$ cat src/rtl/pc_fetch_stage.sv
// IF stage + IF/ID register: holds the PC, picks the next PC, latches fetched instructions, syncs IRQ.
// Latency: one cycle from instr_data to ifid_instr; redirect costs 1 bubble from ID, 2 from EX.
// Backpressure: stall holds PC and IF/ID; any redirect overrides stall and inserts a bubble.
module pc_fetch_stage #(
    parameter logic [31:0] RESET_PC  = 32'h8000_0000,
    parameter logic [31:0] IRQ_VEC   = 32'h8000_0004,
    parameter logic [31:0] ILLOP_VEC = 32'h8000_0008,
    parameter logic [31:0] NOP_INSTR = 32'h0000_0000
) (
    input  logic        clk,
    input  logic        reset,
    output logic [31:0] instr_addr,
    input  logic [31:0] instr_data,
    input  logic [2:0]  id_pcsrc,
    input  logic [31:0] id_jump_target,
    input  logic [31:0] id_jr_target,
    input  logic        ex_branch_taken,
    input  logic [31:0] ex_branch_target,
    input  logic        stall,
    input  logic        irq_in,
    output logic [31:0] ifid_pc,
    output logic [31:0] ifid_pc_plus4,
    output logic [31:0] ifid_instr,
    output logic        ifid_valid,
    output logic        irq_out,
    output logic        pc_watch
);
    localparam logic [2:0] PCSRC_SEQ = 3'd0;
    localparam logic [2:0] PCSRC_J   = 3'd2;
    localparam logic [2:0] PCSRC_JR  = 3'd3;
    localparam logic [2:0] PCSRC_IRQ = 3'd4;

    logic [31:0] pc_q, pc_d;
    logic [31:0] ifid_pc_q, ifid_pc_d;
    logic [31:0] ifid_pc_plus4_q, ifid_pc_plus4_d;
    logic [31:0] ifid_instr_q, ifid_instr_d;
    logic        ifid_valid_q, ifid_valid_d;
    logic        irq_s1_q, irq_s2_q, irq_s2_prev_q;
    logic        irq_pend_q, irq_pend_d;

    logic [31:0] pc_plus4;
    logic [2:0]  pcsrc_eff;
    logic        redirect;
    logic [31:0] redirect_pc;
    logic        irq_accept;
    logic        irq_rise;

    // Increment only the low 31 bits so the kernel/user mode bit never flips by fall-through.
    assign pc_plus4  = {pc_q[31], pc_q[30:0] + 31'd4};
    // A bubble in ID carries no real decode, so whatever code the decoder emits is ignored.
    assign pcsrc_eff = ifid_valid_q ? id_pcsrc : PCSRC_SEQ;
    assign irq_rise  = irq_s2_q & ~irq_s2_prev_q;

    // Next-PC priority select and IF/ID update: EX branch, then ID redirects, then stall, then sequential.
    always_comb begin
        pc_d            = pc_q;
        ifid_pc_d       = ifid_pc_q;
        ifid_pc_plus4_d = ifid_pc_plus4_q;
        ifid_instr_d    = ifid_instr_q;
        ifid_valid_d    = ifid_valid_q;
        redirect        = 1'b1;
        redirect_pc     = ex_branch_target;
        irq_accept      = 1'b0;
        if (!ex_branch_taken) begin
            case (pcsrc_eff)
                PCSRC_IRQ: begin
                    redirect_pc = IRQ_VEC;
                    irq_accept  = 1'b1;
                end
                3'd5, 3'd6, 3'd7: redirect_pc = ILLOP_VEC;
                PCSRC_J:          redirect_pc = id_jump_target;
                PCSRC_JR:         redirect_pc = id_jr_target;
                default:          redirect    = 1'b0;
            endcase
        end
        if (redirect) begin
            pc_d         = redirect_pc;
            ifid_instr_d = NOP_INSTR;
            ifid_valid_d = 1'b0;
        end else if (!stall) begin
            pc_d            = pc_plus4;
            ifid_pc_d       = pc_q;
            ifid_pc_plus4_d = pc_plus4;
            ifid_instr_d    = instr_data;
            ifid_valid_d    = 1'b1;
        end
    end

    // Pending interrupt: a new rising edge wins over a same-cycle acceptance.
    always_comb begin
        irq_pend_d = irq_pend_q;
        if (irq_rise) begin
            irq_pend_d = 1'b1;
        end else if (irq_accept) begin
            irq_pend_d = 1'b0;
        end
    end

    // PC and IF/ID pipeline register.
    always_ff @(posedge clk or negedge reset) begin
        if (!reset) begin
            pc_q            <= RESET_PC;
            ifid_pc_q       <= 32'h0;
            ifid_pc_plus4_q <= 32'h0;
            ifid_instr_q    <= NOP_INSTR;
            ifid_valid_q    <= 1'b0;
        end else begin
            pc_q            <= pc_d;
            ifid_pc_q       <= ifid_pc_d;
            ifid_pc_plus4_q <= ifid_pc_plus4_d;
            ifid_instr_q    <= ifid_instr_d;
            ifid_valid_q    <= ifid_valid_d;
        end
    end

    // Two-flop synchroniser for irq_in, edge-detect history and the pending flag.
    always_ff @(posedge clk or negedge reset) begin
        if (!reset) begin
            irq_s1_q      <= 1'b0;
            irq_s2_q      <= 1'b0;
            irq_s2_prev_q <= 1'b0;
            irq_pend_q    <= 1'b0;
        end else begin
            irq_s1_q      <= irq_in;
            irq_s2_q      <= irq_s1_q;
            irq_s2_prev_q <= irq_s2_q;
            irq_pend_q    <= irq_pend_d;
        end
    end

    assign instr_addr    = pc_q;
    assign ifid_pc       = ifid_pc_q;
    assign ifid_pc_plus4 = ifid_pc_plus4_q;
    assign ifid_instr    = ifid_instr_q;
    assign ifid_valid    = ifid_valid_q;
    // Never interrupt a bubble, so the saved return address is always a real instruction PC.
    assign irq_out       = irq_pend_q & ifid_valid_q;
    assign pc_watch      = ifid_pc_q[31];

endmodule
$ cat config.mk
export PLATFORM = sky130hd
export DESIGN_NAME = pc_fetch_stage
export DESIGN_NICKNAME = d
export VERILOG_FILES = /design/src/rtl/pc_fetch_stage.sv
export SDC_FILE = /design/constraint.sdc
export NUM_CORES = 1
export LEC_CHECK = 0
export ABC_CLOCK_PERIOD_IN_PS = 1900
export CAP_MARGIN = 10
export CORE_MARGIN = 2
export CORE_UTILIZATION = 45
export DETAILED_ROUTE_END_ITERATION = 8
export GPL_TIMING_DRIVEN = 0
export PLACE_DENSITY_LB_ADDON = 0.1
export SLEW_MARGIN = 0
export SYNTH_ARGS = -nofsm -noshare
export SYNTH_HDL_FRONTEND = slang
export SYNTH_SLANG_ARGS = --single-unit
$ cat constraint.sdc
create_clock -name clk -period 1.9 [get_ports clk]
set_input_delay 0.285 -clock clk [delete_from_list [all_inputs] [get_ports clk]]
set_output_delay 0.285 -clock clk [all_outputs]
set_load 0.01 [all_outputs]
==> results.sh, run 1 <==
export IMPL_status="finished, final reports clean"
export IMPL_yosys_warnings=0
export IMPL_drc=0
export IMPL_detailed_place_hpwl_um=17300
export IMPL_synth_area_um2=6920
export IMPL_h_tree_depth=4
export IMPL_synthArstFlopShare_pct=100
export IMPL_wl_per_cell_um=19.1
export IMPL_start_util_pct=45.8
export IMPL_numCtsBuffers=17
export IMPL_relSlewSlack_pct=53.1
export IMPL_final_antenna_net_count=0
export IMPL_yosys_top_cells_area="dfrtp_1 47%, mux2i_1 9.1%, nand2_1 7.7%, o21ai_0 3.5%, nor2_1 3.0%"
export IMPL_crit_path_max_incr_delay_ns=0.51
export IMPL_tightest_slew_ns=0.704
export IMPL_hp_class="in2reg"
export IMPL_port_buffers=263
export IMPL_drtPass1Iterations=5
export IMPL_ys_seq_elements=130
export IMPL_drtIter0Drc=467
export IMPL_yosysUniqueCellTypes=60
export IMPL_crit_path_start_kind="flip-flop"
export IMPL_synth_edf_count=0
export IMPL_pwr_density_cell_nw_per_um2=855
export IMPL_wl_um=23900
export IMPL_cts_num_sinks=130
export IMPL_synth_common_cells="142 x nand2_1, 129 x dfrtp_1, 63 x mux2i_1"
export IMPL_synth_most_common_cell="nand2_1"
export IMPL_die_h_um=128
export IMPL_critPathBufInv=2
export IMPL_max_cap_viol_count=0
export IMPL_post_route_min_period_ns=1.87
export IMPL_routed_via_density=5.57
export IMPL_path_max_fanout=9
export IMPL_crit_chain="clkbuf_4 > and4_1 > buf_6 > nand3_2 > or4_1 > a31oi_1"
export IMPL_synthCells=752
export IMPL_grt_max_degree=87
export IMPL_fin_setup_tns_ns=0
export IMPL_cts_tree="built"
export IMPL_coreArea_um2=15100
export IMPL_critPathTopFamily="simple AND/OR/NAND/NOR gates"
export IMPL_layout_drive_gt1_share_pct=13.3
export IMPL_finalHoldViolCount=0
export IMPL_fin_skew_ns=0.00773
export IMPL_cp_data_required_time_ns=2.23
export IMPL_clk_pin_slew_ns=0.06
export IMPL_insertion_delay_ns=0.42
export IMPL_grt_pass1_wl_um=36300
export IMPL_finalMaxSlewViolations=0
export IMPL_period_share_pct=98.2
export IMPL_num_vias=6962
export IMPL_yosysTopAreaCell="dfrtp_1"
export IMPL_critical_path_slowest_cell="or4_1"
export IMPL_critPathCaptureType="flip-flop"
export IMPL_synth_seq_area_share_pct=47.0
export IMPL_grt_pass1_vias=6736
export IMPL_die_area_um2=16400
export IMPL_fin_ws_ns=0.0338
export IMPL_area_growth_syn_to_layout_pct=55.2
export IMPL_synth_ff_type="dfrtp_1"
export IMPL_n_antenna_cell=0
export IMPL_critical_path_class="reg2reg"
export IMPL_gp_congestion=0.872
export IMPL_synth_nets=889
export IMPL_rsz0062_at_grt="yes"
export IMPL_grt_usage_pct=28.9
export IMPL_setup_viol=0
export IMPL_cp_arrival_ns=2.20
export IMPL_pre_cts_ws_ns=-0.695
export IMPL_clock_path_buffers=2
export IMPL_std_cell_rows=45
export IMPL_gr_total_overflow=0
export IMPL_ir_worst_vdd_v=0.000709
export IMPL_die_w_um=128
export IMPL_p_leak_nw=4.67
export IMPL_ios=267
export IMPL_antenna_found_initial=0
export IMPL_nets=1186
export IMPL_postSynthAreaPerCell_um2=9.20
export IMPL_synth_top_cell_area_share_pct=46.7
export IMPL_clockRootBuffer="clkbuf_16"
export IMPL_clock_fmax_mhz=536
[layout make-up]
cell class / instances / area (um2)
buffer: 71 / 427
clock buffer: 19 / 453
clock inverter: 13 / 159
fill: 1203 / 4350
inverter: 11 / 41.3
multi-input combinational: 537 / 3350
sequential: 130 / 3260
tap: 188 / 235
timing repair buffer: 281 / 2810
[metal layers]
layer  GRT usage [%]  up-vias  wire (um)
met1            36.3     3306       9610
met3            7.89       50       2120
met4            11.6        0        614
met2            47.5      349      11600
met5               0        -          0
li1                -     3257          -
[flip-flops by register name (all words and copies together) (netlist names)]
name and count:
irq_s2_prev_q 1, irq_s2_q 1, instr_addr 32, irq_pend_q 1
ifid_pc 32, ifid_pc_plus4 29, irq_s1_q 1, ifid_valid 1
ifid_instr 32
[stage by stage]
stage,util (%),hold slack (ns),instances,power (W),area [um2]
final,71.2,0.298,1250,0.00919,10700
after global routing,71.2,0.288,1250,0.00958,10700
after CTS,69.7,0.288,1238,0.00918,10500
after detailed placement,65.0,0.236,1204,0.00578,9810
after global placement,64.9,0.338,1203,0.00574,9790
after floorplan,-,-0.0106,752,0.00438,6920
[cells in the final DEF, fill, tap and decap left out, types with 10 or more instances in the layout]
master           count
clkdlybuf4s50_1    259
nand2_1            142
dfrtp_1            122
mux2i_1             63
nor2_1              54
o21ai_0             47
buf_4               27
nor3_1              18
buf_2               17
clkbuf_16           17
clkbuf_1            16
nand4_1             16
a31oi_1             16
a21oi_1             15
inv_1               11
o22ai_1             11
xnor2_1             10
[cell families after synthesis]
group | count (synthesis) | synth area share [%]
flip-flops | 130 | 47.0
AO/OA/AOI/OAI | 149 | 13.9
buffers and inverters | 85 | 6.22
XOR/XNOR | 18 | 2.28
multiplexers | 65 | 9.44
adder cells (fa/ha/maj) | 1 | 0.181
AND/OR/NAND/NOR | 304 | 21.0
[where the power goes]
part	switching, W	leakage (nW)	internal, W
registers	0.000276	1.66	0.00313
logic	0.00108	2.71	0.00132
clock network	0.00125	0.295	0.00213
total	0.00261	4.67	0.00658
[timing repair]
action	in CTS	in global routing
setup endpoints to repair	102	32
pin swaps	2	4
cloned	0	0
endpoints found under the hold margin	44	0
hold buffers	1	0
gates resized for setup	26	44
buffers inserted	3	13
[final timing paths]
path / startpoint / endpoint / slack, ns / cells past startpoint
worst max-delay path: instr_addr[10]$_DFFE_PN0P_ / ifid_pc_plus4[28]$_DFFE_PN0P_ / 0.03 / 6
worst max register to register: instr_addr[10]$_DFFE_PN0P_ / ifid_pc_plus4[28]$_DFFE_PN0P_ / 0.03 / 6
worst min-delay path: irq_in / irq_s1_q$_DFF_PN0_ / 0.30 / 1
min in group asynchronous: reset / ifid_pc_plus4[12]$_DFFE_PN0P_ / 0.37 / 2
max in group asynchronous: reset / instr_addr[31]$_DFFE_PN1P_ / 0.74 / 3
worst min register to register: irq_s1_q$_DFF_PN0_ / irq_s2_q$_DFF_PN0_ / 0.35 / 0
Power figures use the tool's default switching activity.
==> run 2, diff against run 1 <==
--- a/config.mk
+++ b/config.mk
@@ -16,3 +16,4 @@
 export SYNTH_ARGS = -nofsm -noshare
 export SYNTH_HDL_FRONTEND = slang
 export SYNTH_SLANG_ARGS = --single-unit
+export TNS_END_PERCENT = 20
==> results.sh, run 2 (synthesized netlist as in run 1, its figures left out) <==
export IMPL_fill_cells=1217
export IMPL_start_util_pct=45.8
export IMPL_period_share_pct=102
export IMPL_clockRootBuffer="clkbuf_16"
export IMPL_clk_pin_slew_ns=0.06
export IMPL_layout_drive_gt1_share_pct=12.4
export IMPL_n_antenna_cell=0
export IMPL_routed_via_density=5.52
export IMPL_antenna_found_initial=0
export IMPL_clock_path_buffers=2
export IMPL_pre_cts_ws_ns=-0.695
export IMPL_num_vias=6875
export IMPL_hp_class="in2reg"
export IMPL_drc=0
export IMPL_std_cell_rows=45
export IMPL_fin_skew_ns=0.00758
export IMPL_ios=267
export IMPL_insertion_delay_ns=0.42
export IMPL_violations="negative setup slack"
export IMPL_numCtsBuffers=17
export IMPL_pwr_share_comb_pct=25.8
export IMPL_cts_tree="built"
export IMPL_path_max_fanout=8
export IMPL_die_h_um=128
export IMPL_p_leak_nw=4.62
export IMPL_max_cap_viol_count=0
export IMPL_grt_pass1_wl_um=36400
export IMPL_status="finished with violations"
export IMPL_cts_num_sinks=130
export IMPL_rsz0062_at_grt="yes"
export IMPL_finalMaxSlewViolations=0
export IMPL_post_route_min_period_ns=1.95
export IMPL_finalHoldViolCount=0
export IMPL_drtIter0Drc=474
export IMPL_place_area_um2=9810
export IMPL_layout_common_cells="260 x clkdlybuf4s50_1, 142 x nand2_1, 122 x dfrtp_1"
export IMPL_cp_data_required_time_ns=2.23
export IMPL_clock_fmax_mhz=514
export IMPL_dp_cells=1204
export IMPL_swShare_pct=28.4
export IMPL_p_clk_share_pct=36.9
export IMPL_design_area_um2=10600
export IMPL_coreArea_um2=15100
export IMPL_crit_path_start_kind="input port"
export IMPL_hp_start="irq_in"
export IMPL_tightest_slew_ns=0.707
export IMPL_grt_pass1_vias=6736
export IMPL_final_cell_count_no_fill=1245
export IMPL_ir_worst_vdd_v=0.000713
export IMPL_cp_startpoint="id_pcsrc[1]"
export IMPL_intPower_w=0.00656
export IMPL_fin_ws_ns=-0.0465
export IMPL_whs_ns=0.300
export IMPL_wl_um=23700
export IMPL_critical_path_class="in2reg"
export IMPL_setup_viol=2
export IMPL_gp_congestion=0.872
export IMPL_layout_commonest_cell="clkdlybuf4s50_1"
export IMPL_drtPass1Iterations=5
export IMPL_h_tree_depth=4
export IMPL_sequentialPowerShare_pct=37.3
export IMPL_gr_total_overflow=0
export IMPL_critPathCaptureType="flip-flop"
export IMPL_p_switching_w=0.00260
export IMPL_grt_usage_pct=28.9
export IMPL_cp_arrival_ns=2.28
export IMPL_grt_max_degree=87
export IMPL_pwr_density_cell_nw_per_um2=862
export IMPL_die_w_um=128
export IMPL_reg2reg_from="instr_addr[10]$_DFFE_PN0P_"
export IMPL_detailed_place_hpwl_um=17300
export IMPL_final_antenna_net_count=0
export IMPL_relSlewSlack_pct=52.8
export IMPL_nets=1181
export IMPL_fin_setup_tns_ns=-0.0675
export IMPL_area_growth_syn_to_layout_pct=53.7
export IMPL_die_area_um2=16400
export IMPL_wl_per_cell_um=19.1
export IMPL_port_buffers=263
## run 2: metrics by stage
| step | total power, W | utilization, % |
|---|---|---|
| floorplan | 0.00438 | - |
| global placement | 0.00574 | 64.9 |
| detailed placement | 0.00578 | 65.0 |
| CTS | 0.00918 | 69.7 |
| global route | 0.00956 | 70.5 |
| finish | 0.00916 | 70.5 |
## run 2: path summary, 6_finish.rpt
| path | depth (start not counted) | end | slack, ns |
|---|---|---|---|
| setup / recovery | 5 | ifid_pc_plus4[21]$_DFFE_PN0P_ | -0.05 |
| hold / removal | 1 | irq_s1_q$_DFF_PN0_ | 0.30 |
| setup reg to reg | 7 | instr_addr[27]$_DFFE_PN0P_ | -0.02 |
| hold reg to reg | 0 | irq_s2_q$_DFF_PN0_ | 0.35 |
| max in group asynchronous | 3 | instr_addr[31]$_DFFE_PN1P_ | 0.74 |
| min in group asynchronous | 2 | ifid_pc_plus4[12]$_DFFE_PN0P_ | 0.37 |
## run 2: power groups by stage
stage / sequential (W) / combinational (W) / clock, W
after floorplan: 0.00356 / 0.000817 / 0
after global placement: 0.00345 / 0.00229 / 0
after detailed placement: 0.00345 / 0.00233 / 0
after CTS: 0.00341 / 0.00235 / 0.00342
after global routing: 0.00346 / 0.00255 / 0.00354
final: 0.00342 / 0.00237 / 0.00338
## run 2: cell type report
| cell class | count | area (um2) | share of cell area [%] |
|---|---|---|---|
| Multi-Input combinational cell | 537 | 3320 | 31.2 |
| Sequential cell | 130 | 3260 | 30.7 |
| Timing Repair Buffer | 274 | 2750 | 25.9 |
| Clock buffer | 19 | 453 | 4.26 |
| Buffer | 73 | 414 | 3.90 |
| Tap cell | 188 | 235 | 2.21 |
| Clock inverter | 13 | 159 | 1.49 |
| Inverter | 11 | 41.3 | 0.388 |
## run 2: worst max-delay path, cell delays in order
cell and delay, ns:
clkdlybuf4s50_1 0.58, o21ai_2 0.40, nand3_2 0.33, or4_1 0.58
o211ai_1 0.10
## run 2: timing repair
action / CTS / global route
hold buffers: 1 / 0
setup endpoints to repair: 102 / 32
endpoints found under the hold margin: 44 / 0
pin swaps: 2 / 3
setup buffers: 2 / 7
resized for setup: 28 / 24
## run 2: metal layers
metal	global-route usage, %	share of wire [%]
met5	0	0
met3	7.97	8.1
met1	36.3	41
met4	11.6	2.4
met2	47.5	48
